$ cat config.mk
export PLATFORM = sky130hd
export DESIGN_NAME = seg7_mux_driver
export DESIGN_NICKNAME = d
export VERILOG_FILES = /design/src/rtl/seg7_pkg.sv /design/src/rtl/hex_to_seg7.sv /design/src/rtl/seg7_mux_driver.sv
export SDC_FILE = /design/constraint.sdc
export NUM_CORES = 1
export LEC_CHECK = 0
export BUFFER_PORTS_ARGS = -buffer_cell sky130_fd_sc_hd__buf_4
export CAP_MARGIN = 20
export CORE_MARGIN = 2
export CORE_UTILIZATION = 45
export DETAILED_ROUTE_END_ITERATION = 8
export SLEW_MARGIN = 20
export SYNTH_ARGS = -nofsm -noshare
export SYNTH_HDL_FRONTEND = slang
export SYNTH_SLANG_ARGS = --single-unit
$ cat constraint.sdc
create_clock -name clk -period 6.3 [get_ports clk]
set_clock_uncertainty 0.2 [all_clocks]
set_input_delay 0.945 -clock clk [delete_from_list [all_inputs] [get_ports clk]]
set_output_delay 0.945 -clock clk [all_outputs]
set_load 0.005 [all_outputs]
$ cat src/rtl/seg7_pkg.sv
// -----------------------------------------------------------------------------
// seg7_pkg
// Shared definitions for the seven-segment display path:
//   SEG_TABLE   - active-high {a,b,c,d,e,f,g} patterns for hex digits 0..F
//   SEG_OFF     - active-low "all segments dark" value
//   slot_state_e- per-slot FSM states of the multiplexing driver
//   hex_pattern - table lookup helper
// -----------------------------------------------------------------------------
package seg7_pkg;

   localparam logic [6:0] SEG_OFF = 7'h7F;

   typedef enum logic {
      BLANK = 1'b0,
      DRIVE = 1'b1
   } slot_state_e;

   // Index 15 is leftmost in the concatenation, index 0 rightmost.
   localparam logic [15:0][6:0] SEG_TABLE = {
      7'b1000111,  // F
      7'b1001111,  // E
      7'b0111101,  // d
      7'b1001110,  // C
      7'b0011111,  // b
      7'b1110111,  // A
      7'b1111011,  // 9
      7'b1111111,  // 8
      7'b1110000,  // 7
      7'b1011111,  // 6
      7'b1011011,  // 5
      7'b0110011,  // 4
      7'b1111001,  // 3
      7'b1101101,  // 2
      7'b0110000,  // 1
      7'b1111110   // 0
   };

   function automatic logic [6:0] hex_pattern(input logic [3:0] nibble);
      return SEG_TABLE[nibble];
   endfunction

endpackage

$ cat src/rtl/hex_to_seg7.sv
// -----------------------------------------------------------------------------
// hex_to_seg7
// Combinational hex nibble to seven-segment pattern decoder.
// Ports:
//   nibble  in  4  hex value 0..F
//   pattern out 7  active-high {a,b,c,d,e,f,g}, pattern[6] = a
// -----------------------------------------------------------------------------
module hex_to_seg7
   import seg7_pkg::*;
(
   input  logic [3:0] nibble,
   output logic [6:0] pattern
);

   assign pattern = hex_pattern(nibble);

endmodule

$ cat src/rtl/seg7_mux_driver.sv
// -----------------------------------------------------------------------------
// seg7_mux_driver
// Time-multiplexed common-anode seven-segment driver for NUM_DIGITS digits.
// Each digit slot lasts REFRESH_DIV cycles: BLANK_CYCLES with all anodes off
// (anti-ghosting), then the digit is driven. New data is captured on `load`
// into a pending register and only copied to the displayed register at the
// frame boundary, so a frame never shows a mix of old and new digits.
// Ports:
//   clk            in   system clock
//   reset          in   synchronous, active-high reset
//   data_in        in   hex nibbles, nibble i -> digit i (digit 0 rightmost)
//   dp_in          in   decimal point enables, bit i -> digit i (1 = lit)
//   lz_suppress    in   1 = blank leading zero digits (sampled live)
//   load           in   single-cycle capture strobe for data_in/dp_in
//   an             out  anode enables, active low
//   seg            out  segments {a..g}, active low
//   dp             out  decimal point, active low
//   digit_idx      out  index of the active digit slot
//   update_pending out  captured data not yet on display
//   frame_done     out  one-cycle pulse at the end of the last digit slot
// -----------------------------------------------------------------------------
module seg7_mux_driver
   import seg7_pkg::*;
#(
   parameter int NUM_DIGITS   = 4,
   parameter int REFRESH_DIV  = 50000,
   parameter int BLANK_CYCLES = 16
)(
   input  logic                      clk,
   input  logic                      reset,
   input  logic [4*NUM_DIGITS-1:0]   data_in,
   input  logic [NUM_DIGITS-1:0]     dp_in,
   input  logic                      lz_suppress,
   input  logic                      load,
   output logic [NUM_DIGITS-1:0]     an,
   output logic [6:0]                seg,
   output logic                      dp,
   output logic [2:0]                digit_idx,
   output logic                      update_pending,
   output logic                      frame_done
);

   localparam int CNT_W = $clog2(REFRESH_DIV);
   localparam int SEL_W = (NUM_DIGITS > 1) ? $clog2(NUM_DIGITS) : 1;
   localparam logic [CNT_W-1:0] CNT_LAST       = CNT_W'(REFRESH_DIV - 1);
   localparam logic [CNT_W-1:0] CNT_BLANK_LAST = CNT_W'(BLANK_CYCLES - 1);
   localparam logic [2:0]       IDX_LAST       = 3'(NUM_DIGITS - 1);

   logic [CNT_W-1:0]             cnt_q, cnt_d;
   slot_state_e                  state_q, state_d;
   logic [2:0]                   slot_q, slot_d;
   logic [NUM_DIGITS-1:0][3:0]   disp_data_q, disp_data_d;
   logic [NUM_DIGITS-1:0]        disp_dp_q, disp_dp_d;
   logic [NUM_DIGITS-1:0][3:0]   pend_data_q, pend_data_d;
   logic [NUM_DIGITS-1:0]        pend_dp_q, pend_dp_d;
   logic                         upd_q, upd_d;
   logic [NUM_DIGITS-1:0]        an_q, an_d;
   logic [6:0]                   seg_q, seg_d;
   logic                         dp_q, dp_d;
   logic [2:0]                   digit_idx_q, digit_idx_d;
   logic                         frame_done_q, frame_done_d;

   logic [SEL_W-1:0]             sel;
   logic [6:0]                   pattern;
   logic [NUM_DIGITS-1:0]        lz_blank;
   logic                         zero_above;
   logic                         slot_end;
   logic                         boundary;

   assign sel = slot_q[SEL_W-1:0];

   hex_to_seg7 u_dec (
      .nibble  (disp_data_q[sel]),
      .pattern (pattern)
   );

   // A digit is a leading zero when it and every more-significant digit
   // are zero; digit 0 is never suppressed so "0" still shows.
   always_comb begin
      // NOTE: every variable gets a default before any conditional update,
      // otherwise the synthesiser infers a latch to hold the old value.
      lz_blank   = '0;
      zero_above = 1'b1;
      for (int i = NUM_DIGITS - 1; i >= 0; i--) begin
         zero_above  = zero_above & (disp_data_q[i] == 4'h0);
         lz_blank[i] = zero_above && (i != 0);
      end
   end

   always_comb begin
      cnt_d        = cnt_q;
      state_d      = state_q;
      slot_d       = slot_q;
      disp_data_d  = disp_data_q;
      disp_dp_d    = disp_dp_q;
      pend_data_d  = pend_data_q;
      pend_dp_d    = pend_dp_q;
      upd_d        = upd_q;

      slot_end = (cnt_q == CNT_LAST);
      boundary = slot_end && (slot_q == IDX_LAST);

      // Slot timing: counter and state always describe the same cycle.
      if (slot_end) begin
         cnt_d   = '0;
         state_d = BLANK;
         slot_d  = (slot_q == IDX_LAST) ? 3'd0 : slot_q + 3'd1;
      end else begin
         cnt_d = cnt_q + CNT_W'(1);
         if (cnt_q == CNT_BLANK_LAST) state_d = DRIVE;
      end

      // Load handshake; a load landing on the boundary bypasses pending.
      if (load) begin
         pend_data_d = data_in;
         pend_dp_d   = dp_in;
      end
      if (boundary) begin
         if (load) begin
            disp_data_d = data_in;
            disp_dp_d   = dp_in;
         end else if (upd_q) begin
            disp_data_d = pend_data_q;
            disp_dp_d   = pend_dp_q;
         end
         upd_d = 1'b0;
      end else if (load) begin
         upd_d = 1'b1;
      end

      // Registered outputs reflect the slot described by cnt_q/slot_q.
      an_d         = '1;
      seg_d        = SEG_OFF;
      dp_d         = 1'b1;
      if (state_q == DRIVE) begin
         an_d[sel] = 1'b0;
         seg_d     = (lz_suppress && lz_blank[sel]) ? SEG_OFF : ~pattern;
         dp_d      = ~disp_dp_q[sel];
      end
      digit_idx_d  = slot_q;
      frame_done_d = boundary;
   end

   // NOTE: all state is updated with non-blocking assignments so every flop
   // samples the pre-edge values, independent of statement order.
   always_ff @(posedge clk) begin
      if (reset) begin
         cnt_q        <= '0;
         state_q      <= BLANK;
         slot_q       <= 3'd0;
         disp_data_q  <= '0;
         disp_dp_q    <= '0;
         pend_data_q  <= '0;
         pend_dp_q    <= '0;
         upd_q        <= 1'b0;
         an_q         <= '1;
         seg_q        <= SEG_OFF;
         dp_q         <= 1'b1;
         digit_idx_q  <= 3'd0;
         frame_done_q <= 1'b0;
      end else begin
         cnt_q        <= cnt_d;
         state_q      <= state_d;
         slot_q       <= slot_d;
         disp_data_q  <= disp_data_d;
         disp_dp_q    <= disp_dp_d;
         pend_data_q  <= pend_data_d;
         pend_dp_q    <= pend_dp_d;
         upd_q        <= upd_d;
         an_q         <= an_d;
         seg_q        <= seg_d;
         dp_q         <= dp_d;
         digit_idx_q  <= digit_idx_d;
         frame_done_q <= frame_done_d;
      end
   end

   assign an             = an_q;
   assign seg            = seg_q;
   assign dp             = dp_q;
   assign digit_idx      = digit_idx_q;
   assign update_pending = upd_q;
   assign frame_done     = frame_done_q;

endmodule

**Word-level counts from Yosys, hierarchy flattened**

Memories as Yosys holds them, arrays and structs flattened.
Cells that the tools add are included.

- $add $sub $neg: 2
- $lt $le $gt $ge: 3
- Equality and inequality tests: 3
- Muxes and demuxes: 14
- Bitwise operators: 6
- Reductions and logical operators: 12

Operators by type and width:

| cell | number |
|---|---|
| 2-to-1 mux 16 bit | 2 |
| adder 16 x 1 -> 16 bit (second input constant) | 1 |
| equality test 16 bit (second input constant) | 1 |
| equality test 16 x 4 -> 1 bit (second input constant) | 1 |
| zero test 4 bit | 3 |
| 2-to-1 mux 4 bit | 3 |
| binary-select mux 4 bit (select 2 bit) | 1 |
| 2-to-1 mux 7 bit | 1 |
| inverter 7 bit | 1 |
| OR reduction 2 bit | 3 |
| less-than comparator 4 x 5 -> 1 bit (second input constant) | 1 |
| binary-select mux 1 bit (select 2 bit) | 2 |
| inverter 4 bit | 1 |
| adder 3 x 1 -> 3 bit (second input constant) | 1 |
| equality test 3 x 2 -> 1 bit (second input constant) | 1 |
| logical AND 1 bit | 3 |
| less-than comparator 2 x 3 -> 1 bit (second input constant) | 1 |
| 2-to-1 mux 1 bit | 3 |
| 2-to-1 mux 3 bit | 1 |
| OR reduction 3 bit | 1 |
| bitwise AND 1 bit | 2 |
| demux 1 bit (select 2 bit) | 1 |
| greater-or-equal comparator 2 x 1 -> 1 bit (second input constant) | 1 |
| inverter 1 bit | 2 |
| other kinds (2) | 2 |

- Bits in registers: 77
- ROM bits: 112
- Bits of input ports: 24
- Output and inout port bits: 17
- Logic and storage cells: 60
- Memories kept: 1

Memories:

| memory | depth | bits a word | read ports | clocked after Yosys merged registers in | wr ports | RTL line | text |
|---|---|---|---|---|---|---|---|
| (no name shown) | 16 | 7 | 1 | 0 | 0 | seg7_pkg.sv:39 | `return SEG_TABLE[nibble];` |

**Depth between registers and ports, before layout**

Gate-level depths: netlist (run 1).

- Depth in word-level cells: 7
- Depth in mapped cells: 9
- Mapped depth without buffers: 6

**Modules after synthesis**

Synthesis (run 1) repeated with hierarchy kept, for this count alone.

- Cells, all modules: 321
- Area, all modules: 3415.8 µm²

Modules (own cells, without submodules):

| module | instances | cells an instance | area an instance (µm²) | seq. area each (µm²) |
|---|---|---|---|---|
| seg7_mux_driver | 1 | 288 | 3128.0 | 1541.5 |
| hex_to_seg7 | 1 | 33 | 287.8 | 0.0 |

**Least setup slack after synthesis (run 1)**

OpenSTA, ideal clock, no wires.

- Kind: reg2reg
- Start point: reg slot_q[0], in the netlist digit_idx_d[0]
- End point: reg seg_q[6], in the netlist seg[6]
- Setup time: 0.101 ns
- Data arrival time: 2.059 ns
- Data required time: 5.999 ns
- Path slack: 3.940 ns
- Stages on the path, launching flop included: 8
- Path buffers: 1
- Clock period less this slack: 2.360 ns
- Cells stage by stage: dfxtp_1 buf_2 mux4_2 inv_1 ha_1 mux2i_1 and3_1 o41ai_1

- Word-level cells in the longest chain between the ends: 5
- Elaborated cells between the ends (all ways): 9
- Classes of those cells: mux (5); bitwise (1); reduce/logical (2); memory (1)

RTL lines:

| what | RTL line | text |
|---|---|---|
| start: declaration | seg7_mux_driver.sv:51 | `logic [2:0] slot_q, slot_d;` |
| start signal: assignment | seg7_mux_driver.sv:164 | `slot_q <= slot_d;` |
| binary-select mux 4 bit (select 2 bit) | seg7_mux_driver.sv:73 | `.nibble (disp_data_q[sel]),` |
| 2-to-1 mux 4 bit (implied by the code) | seg7_mux_driver.sv:73 |  |
| memory read (16 x 7 bit) | - |  |
| 2-to-1 mux 7 bit (implied by the code) | seg7_pkg.sv:39 |  |
| inverter 7 bit | seg7_mux_driver.sv:137 | `seg_d = (lz_suppress && lz_blank[sel]) ? SEG_OFF : ~pattern;` |
| end signal: assignment | seg7_mux_driver.sv:171 | `seg_q <= seg_d;` |
| end: declaration | seg7_mux_driver.sv:58 | `logic [6:0] seg_q, seg_d;` |

Several ways; a longest one is shown, not always the timed one. The select of a mux whose other input is x is not followed.
A chain may end at the register's enable or synchronous reset.

**Worst setup path in the final report (run 1)**

- Start point: reg slot_q[0], in the netlist digit_idx_d[0]
- End point: reg disp_data_q[3] in the netlist's numbering

- Word-level cells in the longest chain between the ends: 3

RTL lines:

| what | RTL line | text |
|---|---|---|
| equality test 3 x 2 -> 1 bit | seg7_mux_driver.sv:101 | `boundary = slot_end && (slot_q == IDX_LAST);` |
| logical AND 1 bit | seg7_mux_driver.sv:101 |  |
| AND reduction 2 bit (no line) | - |  |
| end signal: assignment | seg7_mux_driver.sv:165 | `disp_data_q <= disp_data_d;` |
| end: declaration | seg7_mux_driver.sv:52 | `logic [NUM_DIGITS-1:0][3:0] disp_data_q, disp_data_d;` |

Every way passes these cells.

==> metrics.md, run 1 <==
| Metric | Value |
|---|---|
| Antenna violations before repair | 0 |
| Die area | just over 8000 sq um |
| Register-to-register setup slack | around 3.5 ns |
| I/O pin cnt | between 40 and 50 |
| Htree depth | 3 |
| Gate Count Post-Synth | between 300 and 400 |
| Initial Utilization | 0.463 |
| Fraction of layout cells with a size suffix above 1 | 0.198 |
| TritonCTS clock tree | built |
| RSZ-0062 raised after global routing | no |
| Cell Area, Synth | between 3000 and 4000 sq um |
| Synthesized flop and latch total | just under 80 |
| Wire per inst | about 13 um |
| Largest fanout on the critical path | 21 |
| Synth-to-layout area growth | 15.5% |
| DIE WIDTH | 90.1 um |
| Pre-antenna DRT Iters | 4 |
| Diode count | 0 |
| Worst-path clk slew | 0.08 ns |
| Post-Route Setup TNS | 0 ns |
| Hold/Removal Path Class | reg -> reg |
| CTS Sinks | 77 |
| Worst vdd ir | 130 uV |
| CTS root buffer | clkbuf_8 |
| Largest net degree at the start of global routing | 50 |
| Setup violators final | 0 |
| Pwr dens | ~250 nW/um^2 |
| Max Transition Viols Final | 0 |
| Core box area | 7210 sq um |
| Placed insts | between 400 and 500 |
| Most common cell after layout, fill and taps aside | dfxtp_1 |
| CP top delay family | simple AND/OR/NAND/NOR gates |
| Highest-count cells in the layout ignoring fill and taps | dfxtp_1 (77), nor2_1 (46), buf_4 (41), nand2_1 (37), mux2i_1 (25) |
| Worst-Margin Slew | ~0.87 ns |
| CP Capture Type | flop |
| Post-synth ARST share | 0 |
| Number of enable flip-flop cells after synthesis | 0 |
| Synth top area cells | dfxtp_1 (46%), mux2i_1 (7.5%), nor2_1 (5.2%) |
| Worst EP required | 6.32 ns |
| CP arrival | ~2.8 ns |
| Overflow after GRT | 0 |
| CP Class | reg -> reg |
| Slew HR | 0.405 |
| Tcrit/Tclk final | 0.439 |
| Post-route ant nets | 0 |
| Post-synth net total | 380 |
| Synth top area share | 0.462 |
| First-pass GRT wire length | roughly 11000 um |
| Post-CTS sizing | 0 |
| GR Util All Layers | 0.160 |
| Residual DRC | 0 |
| Max-cap violations | 0 |
| Post-synthesis sequential area ratio | 0.462 |
| Clk buf depth | 2 |
| Fin nets | between 400 and 500 |
| Count of final hold-check violations | 0 |
| Port Buffers | 40 |
| Die height | approximately 90 um |
| Dpl hpwl | a little over 4000 um |
| Hold buffer count at CTS | 0 |
| Outcome | finished, final reports clean |
| Avg Cell Area, Syn | 9.68 sq um |
| Non-Filler Instances | 482 |
| CP cell instances | ha_1, and2b_1, nor4b_4, buf_4, o21ai_0 |
| Vias post-DR | approximately 2400 |
| Vias in the first global route | ~2300 |
| Drt first-iter violations | 86 |
| Yosys top cell by area | dfxtp_1 |
| Routed vias/inst | around 4.9 |
| Startpoint types | flop |
| CP max stage cell | dfxtp_1 |
| FP Rows | 31 |
| Synth Warn # | 0 |
| Worst stage delay on the critical path | approximately 0.73 ns |
| Post-place setup slack | between 3 and 4 ns |
| GPL Wtd Cong | 0.841 |
| Worst-Skew Late Latency | roughly 0.35 ns |
| Number of distinct library cells after synthesis | 46 |
| Buf/Inv on CP | 1 |
| TritonCTS Buffers | 9 |
| Final Critical Period | between 2 and 3 ns |
| Final Power | roughly 960 uW |
| Leak | 0.00156 uW |
| Final WL | a little over 6000 um |
| Post-CTS Setup Repair Bufs | 0 |
| Ys flop type | dfxtp_1 |
| F_max | ~360 MHz |
| Worst hold margin | 0.244 ns |
| Final WS setup | ~3.5 ns |
registers in the layout (all words and copies together) (netlist names):
register        flops
pend_dp_q           4
state_q             1
an                  4
digit_idx_d         3
seg                 7
disp_dp_q           4
pend_data_q        16
digit_idx           3
dp                  1
update_pending      1
frame_done          1
cnt_q              16
disp_data_q        16
cells by family (layout without fill, tap and decap cells):
group / count (synthesis) / after routing / share of synthesized area
flip-flops: 77 / 77 / 0.462
buffers and inverters: 28 / 66 / 0.0517
XOR/XNOR: 16 / 16 / 0.0420
AND/OR/NAND/NOR: 141 / 141 / 0.215
AO/OA/AOI/OAI: 40 / 40 / 0.0761
multiplexers: 32 / 32 / 0.112
adder cells (fa/ha/maj): 11 / 11 / 0.0412
cell usage after synthesis, types with 3 or more instances:
library cell / n
nand2b_1: 18
xnor2_1: 7
inv_1: 9
nand4_1: 3
mux2i_1: 25
nand3_1: 6
mux4_2: 4
nor3_1: 4
mux2_2: 3
clkbuf_1: 3
xor2_1: 9
nand2_1: 37
and3_1: 6
dfxtp_1: 77
a22oi_1: 3
buf_4: 4
nor4_1: 3
nor2b_1: 3
ha_1: 11
o21ai_2: 5
buf_2: 6
o21ai_0: 18
a31oi_1: 3
buf_6: 6
nor2_1: 46
stage by stage:
stage | area, sq um | util
global route | 3860 | 0.535
global placement | 3630 | 0.503
floorplan | 3340 | -
detailed placement | 3630 | 0.503
finish | 3860 | 0.535
CTS | 3860 | 0.535
per-layer routing:
layer  vias to the layer above  routed length [um]  GRT usage
li1                       1233                   -          -
met3                         7                 242     0.0486
met2                        39                2800      0.255
met5                         -                   0          0
met4                         0                  73     0.0654
met1                      1074                2960      0.202
where the power goes:
group | total, uW | internal (uW) | switching [uW] | leakage, uW
logic | 39.2 | 20.4 | 18.8 | 0.000818
clock network | 418 | 244 | 174 | 0.000116
registers | 499 | 496 | 3.00 | 0.000626
total | 956 | 760 | 196 | 0.00156
path summary, 6_finish.rpt:
kind                                    start                           to  cells past startpoint
setup reg to reg  digit_idx_d[0]$_SDFFE_PP0N_  disp_data_q[3]$_SDFFE_PP0P_                      5
setup / recovery  digit_idx_d[0]$_SDFFE_PP0N_  disp_data_q[3]$_SDFFE_PP0P_                      5
hold reg to reg           cnt_q[0]$_SDFF_PP0_          cnt_q[0]$_SDFF_PP0_                      1
hold / removal            cnt_q[0]$_SDFF_PP0_          cnt_q[0]$_SDFF_PP0_                      1
cell type report:
class	instances	area, sq um
Fill cell	696	3360
Multi-Input combinational cell	240	1630
Sequential cell	77	1540
Timing Repair Buffer	41	308
Clock buffer	12	155
Tap cell	99	124
Clock inverter	4	70.1
Inverter	9	33.8
(Power assumes the default switching activity.)
==> inputs of run 2 (changes only) <==
Settings changed: ABC_AREA set to 1.
Clock period 6.3 ns to 2.57 ns, I/O delays scaled along.
==> run 2 against run 1 <==
Core utilization rose by 0.37 points. Worst setup slack got worse by 3.0 ns. Critical path type unchanged. Critical endpoint is now seg[6]$_SDFF_PP1_. Largest cell class unchanged. Design area rose by 8.4%.
==> metrics.md, run 2 <==
| Metric | Value |
|---|---|
| Drt first-iter violations | 133 |
| Initial Utilization | 0.466 |
| CTS root buffer | clkbuf_8 |
| Non-Filler Instances | 652 |
| Largest net degree at the start of global routing | 27 |
| Worst vdd ir | between 300 and 400 uV |
| Layout fillers | 783 |
| Gate Count Post-Synth | approximately 500 |
| Die area | approximately 8800 sq um |
| Final WL | ~7400 um |
| Post-CTS sizing | 0 |
| Worst-path clk slew | approximately 0.080 ns |
| Number of enable flip-flop cells after synthesis | 0 |
| Top-count cell post-synth | nand2_1 |
| Post-CTS Setup Repair Bufs | 0 |
| Worst-Margin Slew | 0.510 ns |
| Most instantiated cells after synthesis | nand2_1 (112), dfxtp_1 (77), inv_1 (66) |
| Vias post-DR | 3033 |
| Antenna violations before repair | 0 |
| Worst EP required | about 2.6 ns |
| Fraction of layout cells with a size suffix above 1 | 0.193 |
| Post-synth net total | about 540 |
| Setup violators final | 0 |
| Post-Synth Adder-Cell Area | 0.0381 |
| Tcrit/Tclk final | 0.799 |
| Cell Area, Synth | about 3600 sq um |
| Yosys top cell by area | dfxtp_1 |
| Main combinational cell family by area after synthesis | simple AND/OR/NAND/NOR gates |
| Post-Route Setup TNS | 0 ns |
| I/O pin cnt | between 40 and 50 |
| Ys flop type | dfxtp_1 |
| Largest fanout on the critical path | 15 |
| Diode count | 0 |
| Register Area | ~1500 sq um |
| Dpl hpwl | 5320 um |
| TritonCTS clock tree | built |
| Post-synth ARST share | 0 |
| Synth Warn # | 0 |
| Placed insts | roughly 640 |
| Outcome | finished, final reports clean |
| CP Class | reg -> reg |
| Htree depth | 3 |
| Pwr dens | 571 nW/um^2 |
| Fin nets | between 500 and 600 |
| Synth top area share | 0.426 |
| Simple logic cell fraction of the synthesized area | 0.349 |
| Final Critical Period | 2.05 ns |
| Vias in the first global route | roughly 2800 |
| CP arrival | a little over 2 ns |
| Startpoint types | flop |
| Mux contribution to synthesized area | 0 |
| Clk buf depth | 2 |
| CTS Sinks | 77 |
| Pre-antenna DRT Iters | 6 |
| Avg Cell Area, Syn | between 7 and 8 sq um |
| Top flop regs | cnt_q: 16 flops, disp_data_q: 16 flops, pend_data_q: 16 flops |
| Die height | around 94 um |
| Synthesized flop and latch total | 77 |
| RSZ-0062 raised after global routing | no |
| Routed vias/inst | about 4.7 |
| TritonCTS Buffers | 9 |
| Residual DRC | 0 |
| Synth-to-layout area growth | 15.6% |
| Core box area | about 7800 sq um |
| Post-synthesis sequential area ratio | 0.426 |
| Worst-Skew Late Latency | 0.35 ns |
| First-pass GRT wire length | about 13000 um |
| Count of final hold-check violations | 0 |
| Most common cell after layout, fill and taps aside | nand2_1 |
| Xor/xnor share of the synthesized area | 0.00727 |
| F_max | between 400 and 500 MHz |
| GPL Wtd Cong | 0.780 |
| Compound-Gate Fraction of Synth Area | 0.0671 |
| Leak | roughly 0.0019 uW |
| DIE WIDTH | 93.6 um |
| Highest-count cells in the layout ignoring fill and taps | nand2_1 (112), dfxtp_1 (77), inv_1 (66), nor2_1 (65), buf_4 (46) |
| Hold/Removal Path Class | in -> reg |
| Number of distinct library cells after synthesis | 27 |
| CP Capture Type | flop |
| Synth top area cells | dfxtp_1 (43%), nand2_1 (12%), inv_1 (6.9%) |
| Overflow after GRT | 0 |
| Wire per inst | approximately 11 um |
| GR Util All Layers | 0.183 |
| Hold buffer count at CTS | 0 |
| Port Buffers | 40 |
| Slew HR | 0.659 |
| Post-route ant nets | 0 |
| Max-cap violations | 0 |
| FP Rows | 32 |
| Area of the multi-input gates | roughly 1700 sq um |
| Max Transition Viols Final | 0 |
## run 2: changes by cell type after synthesis, sizes merged, moves of 6 or more
cell and delta:
xnor2 -6, nor2 +26, nand2b -18, nand3 +22, mux2i -25, or2 +22, nand4 +21, xor2 -7
nand2 +82, and3 -8, inv +63, o21ai +7, a21oi +14
## run 2: worst max-delay path, cell delays in order, from the launching register on
cell     delay (ns)
dfxtp_1        0.38
buf_4          0.21
nand2_1        0.08
nand3_1        0.08
nand2_1        0.20
inv_1          0.12
ha_1           0.26
or2_1          0.25
nand3_1        0.07
nand3_1        0.07
## run 2: cells by family after synthesis
group           after synthesis
simple gates                278
buf+inv                      92
flops                        77
compound gates               47
fa+ha+maj                    11
xor+xnor                      3
## run 2: final cells by class
type	count	share of cell area
clock inverters	4	0.0168
repair buffers	46	0.0826
well taps	102	0.0305
inverters	72	0.0652
multi-input cells	339	0.399
clock buffers	12	0.0371
flip-flops and latches	77	0.369
## run 2: stage by stage
stage	total power [uW]	worst slack (ns)	utilization	cell area [sq um]	hold slack [ns]
floorplan	1340	0.686	-	3620	0.212
global placement	1380	0.546	0.509	3960	0.231
detailed placement	1380	0.519	0.509	3960	0.229
CTS	2410	0.506	0.538	4180	0.114
global route	2470	0.349	0.538	4180	0.158
finish	2390	0.517	0.538	4180	0.126
## run 2: routing by layer
metal  wire, um  up-vias  part of all wire  track usage
li1           -     1661                 -            -
met1       3870     1295              0.52        0.253
met2       3080       64              0.41        0.277
met3        344       13             0.046       0.0314
met4        138        0             0.019       0.0857
met5          0        -                 0            0
## run 2: path summary, 6_finish.rpt
kind	cells past startpoint	startpoint	endpoint	slack [ns]
setup / recovery	9	digit_idx_d[0]$_SDFFE_PP0N_	seg[6]$_SDFF_PP1_	0.52
hold / removal	3	data_in[1]	pend_data_q[1]$_SDFFE_PP0P_	0.13
setup reg to reg	9	digit_idx_d[0]$_SDFFE_PP0N_	seg[6]$_SDFF_PP1_	0.52
hold reg to reg	2	digit_idx_d[2]$_SDFFE_PP0N_	digit_idx[2]$_SDFF_PP0_	0.24
## run 2: power by group
| group | internal (uW) | total [uW] | switching [uW] |
|---|---|---|---|
| logic | 59.4 | 130 | 70.3 |
| registers | 1220 | 1230 | 6.88 |
| clock network | 597 | 1030 | 434 |
| total | 1880 | 2390 | 511 |
==> inputs of run 3 (changes only) <==
Settings changed: PLACE_DENSITY set to 0.66.
Clock period 2.57 ns to 1.8 ns, I/O delays scaled along.
==> run 3 against run 2 <==
Register-to-register slack worse by 0.45 ns. Wire length up 5.0%. Clock power up 16%. Power up 31%. Final cell count up 3.1%. Maximum frequency up 19%. Largest cell class unchanged. Highest routed layer unchanged. Count of clock-buffer cells in the layout unchanged.
==> metrics.md, run 3 (synthesis gave the netlist of run 2 again) <==
| Metric | Value |
|---|---|
| FP Rows | 32 |
| CP Class | reg -> reg |
| Die area | slightly below 9000 sq um |
| Fraction of layout cells with a size suffix above 1 | 0.249 |
| Htree depth | 3 |
| CP Capture Type | flop |
| Diode count | 0 |
| I/O pin cnt | 41 |
| GR Util All Layers | 0.190 |
| TritonCTS clock tree | built |
| Switching pwr | roughly 730 uW |
| Drt first-iter violations | 116 |
| Setup violators final | 0 |
| DIE WIDTH | ~94 um |
| Highest-count cells in the layout ignoring fill and taps | nand2_1 (106), dfxtp_1 (73), inv_1 (64), nor2_1 (62), buf_4 (58) |
| Worst-Skew Late Latency | roughly 0.36 ns |
| Port Buffers | 40 |
| Worst EP required | roughly 1.9 ns |
| Int Power | about 2400 uW |
| Hold/Removal Path Class | in -> reg |
| Final Util | 0.569 |
| Vias post-DR | approximately 3100 |
| Pre-antenna DRT Iters | 5 |
| Routed vias/inst | around 4.7 |
| Fin nets | 600 |
| Leak | between 0.0015 and 0.002 uW |
| Dpl hpwl | 5370 um |
| Count of final hold-check violations | 0 |
| CTS Sinks | 77 |
| Worst-Margin Slew | roughly 0.35 ns |
| Die height | 93.6 um |
| Overflow after GRT | 0 |
| Slew HR | 0.767 |
| Clock power frac | 0.379 |
| Post-route ant nets | 0 |
| Core box area | 7770 sq um |
| Largest fanout on the critical path | 6 |
| Final WS setup | 0.0714 ns |
| RSZ-0062 raised after global routing | yes |
| Reg power frac | 0.559 |
| Residual DRC | 0 |
| Top flop regs | cnt_q: 16 flops, disp_data_q: 16 flops, pend_data_q: 16 flops |
| Outcome | finished, final reports clean |
| Startpoint types | flop |
| First-pass GRT wire length | between 10000 and 15000 um |
| F_max | around 580 MHz |
| Pwr dens | a little over 700 nW/um^2 |
| Most common cell after layout, fill and taps aside | nand2_1 |
| Worst-path clk slew | 0.08 ns |
| TritonCTS Buffers | 9 |
| Switch share | 0.234 |
| Max Transition Viols Final | 0 |
| Synth-to-layout area growth | 22.2% |
| GPL Wtd Cong | 0.824 |
| Largest net degree at the start of global routing | 27 |
| Wire per inst | 11.6 um |
| Antenna violations before repair | 0 |
| Vias in the first global route | 2925 |
| Max-cap violations | 0 |
| Clk buf depth | 2 |
| Comb pwr share | 0.061 |
| Register-to-register setup slack | between 0.07 and 0.08 ns |
| Tcrit/Tclk final | 0.960 |
| Worst vdd ir | between 400 and 500 uV |
| Post-place setup slack | -0.0182 ns |
| Initial Utilization | 0.466 |
| Final Critical Period | about 1.7 ns |
| Final WL | about 7800 um |
| CP arrival | between 1.5 and 2 ns |
| CTS root buffer | clkbuf_8 |
==> run 3: cell count changes in the layout (fill, tap and decap cells not counted), moves of 3 or more <==
cell     previous run  this run
buf_6               0         3
nand2_2             7        11
buf_4              46        58
dfxtp_2             0         4
dfxtp_1            77        73
nand2_1           112       106
nor2_1             65        62
==> run 3: per-layer routing <==
layer / up-vias / part of all wire / GRT usage
met2: 57 / 0.45 / 0.293
met1: 1368 / 0.50 / 0.256
met4: 0 / 0.014 / 0.0870
met3: 9 / 0.042 / 0.0363
li1: 1704 / - / -
met5: - / 0 / 0
==> run 3: layout make-up <==
class / count / area (sq um)
Fill cell: 778 / 3350
Multi-Input combinational cell: 339 / 1730
Sequential cell: 77 / 1550
Timing Repair Buffer: 66 / 559
Inverter: 72 / 275
Clock buffer: 12 / 155
Tap cell: 102 / 128
Clock inverter: 4 / 22.5
==> run 3: repair_timing <==
item                                   in CTS  in global routing
endpoints found under the hold margin       2                  0
buffers inserted                            0                  5
pin swaps                                   0                  6
resized for setup                           2                 22
setup endpoints to repair                   4                 48
hold buffers                                2                  0
cloned                                      0                  3
==> run 3: power groups by stage <==
| stage | Sequential, uW | Clock [uW] | Combinational, uW |
|---|---|---|---|
| 4_1_cts | 1750 | 1230 | 189 |
| 2_1_floorplan | 1790 | 0 | 119 |
| 3_5_place_dp | 1790 | 0 | 185 |
| 6_report | 1750 | 1190 | 192 |
| 5_1_grt | 1760 | 1300 | 219 |
| 3_3_place_gp | 1790 | 0 | 183 |
==> run 3: worst max-delay path, stage by stage (launching register included) <==
cell and delay [ns]:
dfxtp_2 0.36, ha_4 0.16, nand2_4 0.06, nor2_4 0.12
nand3_2 0.08, nor2_4 0.26, clkbuf_16 0.20, nand4_1 0.07
nand2_1 0.08, nor2_1 0.04
==> run 3: through the flow <==
step	hold WS [ns]	instance area, sq um	total power [uW]	cells	setup TNS (ns)
after detailed placement	0.227	4050	1970	646	-0.0500
final	0.0125	4420	3130	672	0
after floorplan	0.212	3620	1910	508	0
after global placement	0.225	4050	1970	646	0
after CTS	0.00190	4250	3170	664	0
after global routing	0.0262	4420	3270	672	-0.669
==> run 3: path summary, 6_finish.rpt <==
| path | depth (start not counted) | end | start |
|---|---|---|---|
| min reg2reg | 1 | cnt_q[0]$_SDFF_PP0_ | cnt_q[0]$_SDFF_PP0_ |
| max reg2reg | 9 | disp_dp_q[1]$_SDFFE_PP0P_ | cnt_q[1]$_SDFF_PP0_ |
| min | 3 | pend_data_q[5]$_SDFFE_PP0P_ | data_in[5] |
| max | 9 | disp_dp_q[1]$_SDFFE_PP0P_ | cnt_q[1]$_SDFF_PP0_ |
